### src/rtl/switch_debouncer.sv
// Per-bit synchroniser + stability-counter debouncer with rise/fall pulses.
// Optional latching toggle output enabled by SWITCH_DB_TOGGLE_EN.
module switch_debouncer #(
    parameter int N           = 2,
    parameter int CNT_MAX     = 1000000,
    parameter int SYNC_STAGES = 2
) (
    input  logic         clk,
    input  logic         rst,
    input  logic [N-1:0] switch,
    output logic [N-1:0] switch_db,
    output logic [N-1:0] rise,
    output logic [N-1:0] fall
`ifdef SWITCH_DB_TOGGLE_EN
    ,
    output logic [N-1:0] toggle
`endif
);

    localparam int CW = $clog2(CNT_MAX);
    localparam logic [CW-1:0] CNT_LAST = CW'(CNT_MAX - 1);

    for (genvar i = 0; i < N; i++) begin : g_bit
        logic [SYNC_STAGES-1:0] chain;
        logic                   sync;
        logic [CW-1:0]          cnt;
        logic                   db_q;
        logic                   rise_q;
        logic                   fall_q;

        always_ff @(posedge clk or posedge rst) begin
            if (rst) begin
                chain <= '0;
            end else begin
                chain <= {chain[SYNC_STAGES-2:0], switch[i]};
            end
        end

        assign sync = chain[SYNC_STAGES-1];

        // Any cycle agreeing with the accepted level restarts the count.
        always_ff @(posedge clk or posedge rst) begin
            if (rst) begin
                cnt    <= '0;
                db_q   <= 1'b0;
                rise_q <= 1'b0;
                fall_q <= 1'b0;
            end else begin
                rise_q <= 1'b0;
                fall_q <= 1'b0;
                if (sync == db_q) begin
                    cnt <= '0;
                end else if (cnt == CNT_LAST) begin
                    cnt    <= '0;
                    db_q   <= sync;
                    rise_q <= sync;
                    fall_q <= ~sync;
                end else begin
                    cnt <= cnt + 1'b1;
                end
            end
        end

        assign switch_db[i] = db_q;
        assign rise[i]      = rise_q;
        assign fall[i]      = fall_q;

`ifdef SWITCH_DB_TOGGLE_EN
        logic tog_q;

        always_ff @(posedge clk or posedge rst) begin
            if (rst) begin
                tog_q <= 1'b0;
            end else if (rise_q) begin
                tog_q <= ~tog_q;
            end
        end

        assign toggle[i] = tog_q;
`endif
    end

endmodule

### config.mk
export PLATFORM = sky130hd
export DESIGN_NAME = switch_debouncer
export DESIGN_NICKNAME = d
export VERILOG_FILES = /design/src/rtl/switch_debouncer.sv
export SDC_FILE = /design/constraint.sdc
export NUM_CORES = 1
export LEC_CHECK = 0
export CORE_ASPECT_RATIO = 0.9
export CORE_MARGIN = 2
export CORE_UTILIZATION = 45
export CTS_BUF_LIST = sky130_fd_sc_hd__clkbuf_2
export CTS_CLUSTER_DIAMETER = 40
export CTS_CLUSTER_SIZE = 24
export DETAILED_ROUTE_END_ITERATION = 7
export GPL_TIMING_DRIVEN = 1
export PLACE_DENSITY = 0.7
export SETUP_SLACK_MARGIN = 0.15
export SYNTH_ARGS = -nofsm -noshare
export SYNTH_HDL_FRONTEND = slang
export SYNTH_SLANG_ARGS = --single-unit
export TNS_END_PERCENT = 100
### constraint.sdc
create_clock -name clk -period 2.4 [get_ports clk]
set_input_delay 0.36 -clock clk [delete_from_list [all_inputs] [get_ports clk]]
set_output_delay 0.36 -clock clk [all_outputs]
set_load 0.02 [all_outputs]
== Word level (Yosys, flattened, before mapping) ==
Index checks and enable logic that the tools add are counted.
W data, S select, Z words.
Word-level totals
  flip-flop bits (word level): 50
  output and inout bits: 6
Cells by class
  add/subtract/negate cells: 2
  equal/unequal tests: 4
  multiplexer cells: 12
  bitwise gates (word level): 4
  reduce and logical (&&, ||, !) cells: 2
Operator list (count)
  $mux W20: 4
  $add A20 B1 Y20 const B: 2
  $eq A20 B20 Y1 const B: 2
  $mux W1: 8
  $not A1 Y1: 4
  $reduce_and A2 Y1: 2
  $eq A1 B1 Y1: 2

== Depth between registers and ports, before layout ==
Gate-level depths: netlist of the first run.
  depth in word-level cells: 3
  depth in mapped cells: 6
  depth with buffers taken out: 5

== Least setup slack after synthesis of the first run ==
Ideal clock, no wire load.
  path type: reg-to-reg
  from: reg g_bit[1].cnt[0]
  to: reg g_bit[1].db_q
  setup time: 128 ps
  data arrival time: 1680 ps
  required time: 2272 ps
  slack: 593 ps
  stages on the path, launching flop included: 6
  path buffers: 0
  clock period less this slack: 1807 ps
  path through: dfrtp_1 -> ha_1 -> nand2_1 -> or2_2 -> or3_1 -> mux2_1
Between the ends
  cells in the longest elaborated chain, start to end: 2
RTL lines
  start: declaration: RTL line 26  | logic [CW-1:0] cnt;
  start signal: assignment: RTL line 59  | cnt <= cnt + 1'b1;
  $eq A20 B20 Y1: RTL line 53  | end else if (cnt == CNT_LAST) begin
  $reduce_and A2 Y1 (no line)
  end signal: assignment: RTL line 55  | db_q <= sync;
  end: declaration: RTL line 27  | logic db_q;
No other way between the ends.
A chain may end at the register's enable or synchronous reset.

== Worst setup path in the final report of the first run ==
  from: reg g_bit[1].cnt[8]
  to: reg g_bit[1].cnt[19]
Between the ends
  cells in the longest elaborated chain, start to end: 3
  elaborated cells between the ends (all ways): 4
RTL lines
  $add A20 B1 Y20 / $eq A20 B20 Y1 (equally long branches): RTL line 59, 53
  $mux W20 *: RTL line 53
  $mux W20 *: RTL line 51  | if (sync == db_q) begin
Mark *: on every way between the ends. The rest lies on a longest branch, timed or not.

==> results_dict.tcl, run 1 <==
set metrics [dict create \
    async_reset_ff_share_pct 100 \
    setup_tns_ns 0 \
    final_critical_path_setup_slack_ns 0.428 \
    first_pass_grt_wire_length_um 7790 \
    setup.worst_path.class "reg2reg" \
    synth_top_family_by_area "simple AND/OR/NAND/NOR gates" \
    critPathTopFamily "simple AND/OR/NAND/NOR gates" \
    synth_ff_type "dfrtp_1" \
    synth_enable_flop_cells 0 \
    sequential_cell_area_sq_um 1250 \
    post_synth_and_or_nand_nor_area_fraction_pct 25.6 \
    critical_path.slowest_cell "dfrtp_1" \
    top_cells_by_area_synth "dfrtp_1 52%, xnor2_1 5.8%, nor2_1 4.4%, xor2_1 4.0%, nand2_1 2.3%" \
    critical_path_arrival_ns 2.35 \
    initial_core_util_pct 46.2 \
    maxClockFrequency_ghz 0.507 \
    worst-path-max-fanout 8 \
    post-route-cell-area_sq_um 2590 \
    post-synth-top-count-cell "dfrtp_1" \
    die-height_um 73.2 \
    syn-mean-instance-area_sq_um 10.6 \
    detail_route.iter0.violations 113 \
    area_delta_synth_final_pct 7.93 \
    pin_count_of_the_biggest_net_entering_global_routing 20 \
    synth_mux_area_share_pct 1.36 \
    yosys.area.top_type_share_pct 52.2 \
    cts_sinks 50 \
    max_cap_violations 0 \
    report.final.slew_viol_count 0 \
    route.layer.met1.wl_um 2340 \
    fin_crit_sh_pct 82.2 \
    synth-compound-area-share_pct 6.63 \
    route.final.wire_length_um 4430 \
    dr_wl_met3_um 151 \
    highest_layer "met4" \
    hold_path.class "in2async" \
    worst_clock_skew_ns 0.0195 \
    finish.utilization_pct 49.8 \
    setup.reg_to_reg.worst_slack_ns 0.43 \
    std_cell_rows 25 \
    worstPathBufferInverterCount 0 \
    synth_sequential_area_ratio_pct 52.2 \
    critical_path.reg2reg.startpoint "g_bit[1].cnt[8]$_DFF_PP0_" \
    avgRoutedWirePerCell_um 14.4 \
    final_period_minus_worst_setup_slack_ns 1.97 \
    p_per_area_nw_per_um2 486 \
    setup_viol 0 \
    tightest_slew_ns 0.485 \
    synthesis.nets 233 \
    post_synth_xor_area_fraction_pct 9.86 \
    cts-root-buf "clkbuf_2" \
    timing.critical_path.from "g_bit[1].cnt[8]$_DFF_PP0_" \
    post_synth_most_frequent_cells "50 x dfrtp_1, 28 x nor2_1, 16 x xnor2_1" \
    post_dp_cell_area_sq_um 2550 \
    cts.htree.levels 2 \
    portBuffers 9 \
    cell_depth_of_the_worst_setup_path 4 \
    antenna_cell_count 0 \
    cts-buffers-inserted 5 \
    postCtsResizedCells 0 \
    cts_tree "yes" \
    worst_r2r_path_depth 4 \
    rsz0062_at_grt "false" \
    synthesis.area_sq_um 2400 \
    cp_launch_type "register" \
    cts.clk_slew.worst_paths_ns 0.25 \
    gr-usage-all-layers_pct 17.1 \
    vias_in_the_first_global_route 1599 \
    vias 1693 \
    drt_pass1_iterations 4 \
    status "complete, no violations" \
    worst_path_largest_cell_delay_ns 0.54 \
    cts_setup_buffers 0 \
    ant_nets 0 \
    synth_seq_cells 50 \
    num-nets-final 245 \
    detail_route.vias_per_cell 5.51 \
    crit_chain "nand4_2 -> or3_1 -> or4_1 -> a21oi_1" \
    synthDistinctLibCells 34 \
    ioPinCount 10 \
    die_span_in_x_um 80.9 \
    synth_warnings 0 \
    fin_cells 307 \
    multi_input_comb_area_sq_um 1070 \
    dp_slack_ns 0.484 \
    hold_violations 0 \
    netlist.top_cell.by_area "dfrtp_1" \
    power.static_leakage_nw 1.04 \
    gp_congestion 0.912 \
    drive_gt1_share_pct 10.0 \
    wl_met2_um 1920 \
    worstSetupEndpointType "register" \
    grt_overflow 0 \
    drcViolationCount 0 \
    dpl.cell_count 299 \
    die_area_sq_um 5930 \
    synthesis.instances 227 \
    antenna_found_initial 0 \
    post_synth_fa_ha_maj_area_fraction_pct 1.04 \
    hpwl_um 3040 \
    clkLatencyLatePin_ns 0.42 \
    cts-hold-fix-buffers 0 \
    data_required_time_of_the_critical_path_ns 2.78 \
    max-vdd-ir-drop_v 0.000207 \
    fp.coreArea_sq_um 5190 \
    timing.max_slew.rel_slack_pct 67.4 \
    maximum_buffer_depth_of_the_clock_tree 2 \
    nFillCells 493 \
]
area by class of cell:
cell class / count / share of cell area, %
Inverter: 5 / 0.725
Tap cell: 67 / 3.24
Timing Repair Buffer: 14 / 4.93
Clock buffer: 6 / 1.16
Clock inverter: 2 / 0.338
Multi-Input combinational cell: 163 / 41.2
Sequential cell: 50 / 48.4
final timing paths:
check,end
min reg2reg,g_bit[0].chain[1]$_DFF_PP0_
max,g_bit[1].cnt[19]$_DFF_PP0_
max in group asynchronous,g_bit[0].cnt[7]$_DFF_PP0_
max reg2reg,g_bit[1].cnt[19]$_DFF_PP0_
min,g_bit[1].cnt[18]$_DFF_PP0_
min in group clk,g_bit[1].chain[0]$_DFF_PP0_
state kept, by name, summed over array words and instances (netlist names):
| name | flops |
|---|---|
| g_bit.rise_q | 2 |
| g_bit.cnt | 40 |
| g_bit.chain | 4 |
| g_bit.db_q | 2 |
| g_bit.fall_q | 2 |
stage by stage:
| step | total power [mW] | hold WS [ns] |
|---|---|---|
| 6_report | 1.26 | 0.194 |
| 2_1_floorplan | 0.915 | 0.331 |
| 5_1_grt | 1.32 | 0.190 |
| 3_5_place_dp | 0.938 | 0.335 |
| 4_1_cts | 1.27 | 0.202 |
| 3_3_place_gp | 0.938 | 0.333 |
cells in the final DEF (no fill, tap or decap), types with 8 or more instances in the layout:
cell / n
dfrtp_1: 50
nor2_1: 28
xnor2_1: 16
nand2_1: 15
nand3_1: 11
a21oi_1: 11
xor2_1: 11
clkdlybuf4s50_1: 9
nand4_1: 8
nor4_1: 8
or3_1: 8
report_power, final:
| group | switching (mW) | internal, mW |
|---|---|---|
| Clock | 0.263 | 0.0718 |
| Sequential | 0.0110 | 0.856 |
| Combinational | 0.0362 | 0.0204 |
worst register-to-register path: stages (launching register included):
cell and delay, ns:
dfrtp_1 0.54, nand4_2 0.20, or3_1 0.52, or4_1 0.50, a21oi_1 0.17
kinds of logic after synthesis:
group	count (synthesis)
AO/OA/AOI/OAI	22
flip-flops	50
buffers and inverters	14
multiplexers	3
AND/OR/NAND/NOR	109
adder cells (fa/ha/maj)	2
XOR/XNOR	27
routing by layer:
layer | track usage [%] | up-vias
met5 | 0 | -
met4 | 5.65 | 0
met3 | 4.33 | 2
met2 | 22.4 | 26
met1 | 27.0 | 834
li1 | - | 831
(Power assumes the default switching activity.)
==> run 2, diff against run 1 <==
--- a/config.mk
+++ b/config.mk
@@ -13,7 +13,7 @@
 export CTS_CLUSTER_SIZE = 24
 export DETAILED_ROUTE_END_ITERATION = 7
 export GPL_TIMING_DRIVEN = 1
-export PLACE_DENSITY = 0.7
+export PLACE_DENSITY = 0.72
 export SETUP_SLACK_MARGIN = 0.15
 export SYNTH_ARGS = -nofsm -noshare
 export SYNTH_HDL_FRONTEND = slang
==> constraint.sdc (replaced) <==
create_clock -name clk -period 1.8 [get_ports clk]
set_input_delay 0.27 -clock clk [delete_from_list [all_inputs] [get_ports clk]]
set_output_delay 0.27 -clock clk [all_outputs]
set_load 0.02 [all_outputs]
==> run 2 against run 1 <==
  * The flow now finishes with violations (setup timing)
  * Sequential share of layout area down 10 points
  * Critical path depth increased by 1
  * Worst hold slack worse by 0.076 ns
  * Cell count rose by 21%
  * Clock skew grew 0.022 ns
  * Clock power is 36% higher
  * First-iteration DRC count rose by 19%
  * Combinational power is 110% higher
  * Register-to-register slack worse by 0.47 ns
  * Highest routed layer unchanged
==> results_dict.tcl, run 2 (same netlist as run 1, synthesis figures left out) <==
set metrics [dict create \
    violations "setup timing" \
    ioPinCount 10 \
    post_dp_cell_area_sq_um 2820 \
    cts-hold-fix-buffers 0 \
    gp_congestion 0.780 \
    regMostFlops "g_bit.cnt" \
    timing.max_slew.rel_slack_pct 76.2 \
    setup_tns_ns -0.222 \
    num-nets-final 308 \
    worst_clock_skew_ns 0.0411 \
    die-height_um 73.2 \
    multi_input_comb_area_sq_um 1230 \
    cts-buffers-inserted 5 \
    portBuffers 9 \
    critical_path_arrival_ns 2.20 \
    status "finished with violations" \
    vias 1985 \
    power.static_leakage_nw 1.41 \
    cts.htree.levels 2 \
    vias_in_the_first_global_route 1953 \
    drt_pass1_iterations 4 \
    cts_tree "yes" \
    rsz0062_at_grt "true" \
    detail_route.iter0.violations 134 \
    total_power_mw 1.73 \
    pin_count_of_the_biggest_net_entering_global_routing 51 \
    max_cap_violations 0 \
    antenna_found_initial 0 \
    cp_launch_type "register" \
    hold_ws_ns 0.118 \
    hold_violations 0 \
    hold_path.class "in2async" \
    nFillCells 425 \
    hpwl_um 3330 \
    drive_gt1_share_pct 40.3 \
    cts_sinks 50 \
    largest_register_ffs 40 \
    antenna_cell_count 0 \
    grt_overflow 0 \
    clkLatencyLatePin_ns 0.45 \
    final_period_minus_worst_setup_slack_ns 1.84 \
    setup_viol 11 \
    maxClockFrequency_ghz 0.542 \
    p_per_area_nw_per_um2 530 \
    max-vdd-ir-drop_v 0.000259 \
    worst-path-max-fanout 5 \
    std_cell_rows 25 \
    initial_core_util_pct 46.2 \
    fp.coreArea_sq_um 5190 \
    first_pass_grt_wire_length_um 9160 \
    ant_nets 0 \
    cts-root-buf "clkbuf_2" \
    route.final.wire_length_um 5530 \
    post-route-cell-area_sq_um 3270 \
    report.final.slew_viol_count 0 \
    tightest_slew_ns 0.355 \
    maximum_buffer_depth_of_the_clock_tree 2 \
    gr-usage-all-layers_pct 20.3 \
    die_span_in_x_um 80.9 \
    finish.utilization_pct 62.9 \
    area_delta_synth_final_pct 36.3 \
    drcViolationCount 0 \
    mostFrequentLayoutCell "buf_4" \
    layout_common_cells "55 x buf_4, 47 x dfrtp_1, 23 x nor2_1, 16 x xnor2_1, 14 x nand2_1" \
    avgRoutedWirePerCell_um 14.9 \
    die_area_sq_um 5930 \
    worstSetupEndpointType "register" \
    fin_crit_sh_pct 102 \
    layout_top_registers "g_bit.cnt x40, g_bit.chain x4" \
    cts.clk_slew.worst_paths_ns 0.27 \
    detail_route.vias_per_cell 5.36 \
    sequential_cell_area_sq_um 1250 \
    data_required_time_of_the_critical_path_ns 2.16 \
    final_critical_path_setup_slack_ns -0.0445 \
    setup.worst_path.class "reg2reg" \
]
[run 2: cell count changes in the layout (fill, tap and decap cells not counted), moves of 4 or more]
cell / delta
buf_4: +50
buf_6: +11
a21oi_1: -7
a21oi_2: +7
clkdlybuf4s50_1: -6
dlygate4sd2_1: +6
nor2_1: -5
nor2_2: +5
nor3b_1: -4
nor3b_2: +4
nor4_1: -4
[run 2: through the flow]
stage | cells | setup slack (ns)
2_1_floorplan | 227 | 0.0302
3_3_place_gp | 329 | 0.0362
3_5_place_dp | 329 | -0.0759
4_1_cts | 362 | -0.0257
5_1_grt | 370 | -0.0939
6_report | 370 | -0.0445
[run 2: power by group]
part | internal, mW | switching, mW | total (mW)
combinational | 0.0593 | 0.0614 | 0.121
sequential | 1.14 | 0.0150 | 1.16
clock | 0.0954 | 0.361 | 0.456
total | 1.30 | 0.437 | 1.73
[run 2: cell type report]
class / instances / area share (%)
repair buffers: 77 / 19.7
multi-input cells: 163 / 37.6
clock inverters: 2 / 0.268
flip-flops and latches: 50 / 38.4
well taps: 67 / 2.57
clock buffers: 6 / 0.919
inverters: 5 / 0.574
[run 2: path summary, 6_finish.rpt]
check                                             from  slack [ns]                     endpoint  cells past startpoint
max                         g_bit[0].cnt[18]$_DFF_PP0_       -0.04    g_bit[0].fall_q$_DFF_PP0_                      5
min                                                rst        0.12   g_bit[0].cnt[15]$_DFF_PP0_                      3
max reg2reg                 g_bit[0].cnt[18]$_DFF_PP0_       -0.04    g_bit[0].fall_q$_DFF_PP0_                      5
min reg2reg                g_bit[0].chain[0]$_DFF_PP0_        0.38  g_bit[0].chain[1]$_DFF_PP0_                      0
max in group asynchronous                          rst        1.41    g_bit[0].rise_q$_DFF_PP0_                      3
min in group clk                             switch[1]        0.23  g_bit[1].chain[0]$_DFF_PP0_                      1
[run 2: metal layers]
| layer | global-route usage (%) | part of all wire, % |
|---|---|---|
| met5 | 0 | 0 |
| met4 | 7.53 | 2.2 |
| met3 | 4.46 | 3.7 |
| met2 | 31.0 | 46 |
| met1 | 28.5 | 48 |
[run 2: critical path, stage by stage, from the launching register on]
cell and delay, ns:
dfrtp_1 0.45, nand3_2 0.10, or3_4 0.34, or4_4 0.54
buf_6 0.14, nor3b_2 0.17
[run 2: repair_timing]
item,CTS,global route
pin swaps,23,16
buffers inserted,23,7
cloned,2,1
endpoints found under the hold margin,0,0
resized for setup,34,18
endpoints found under the setup margin,41,46
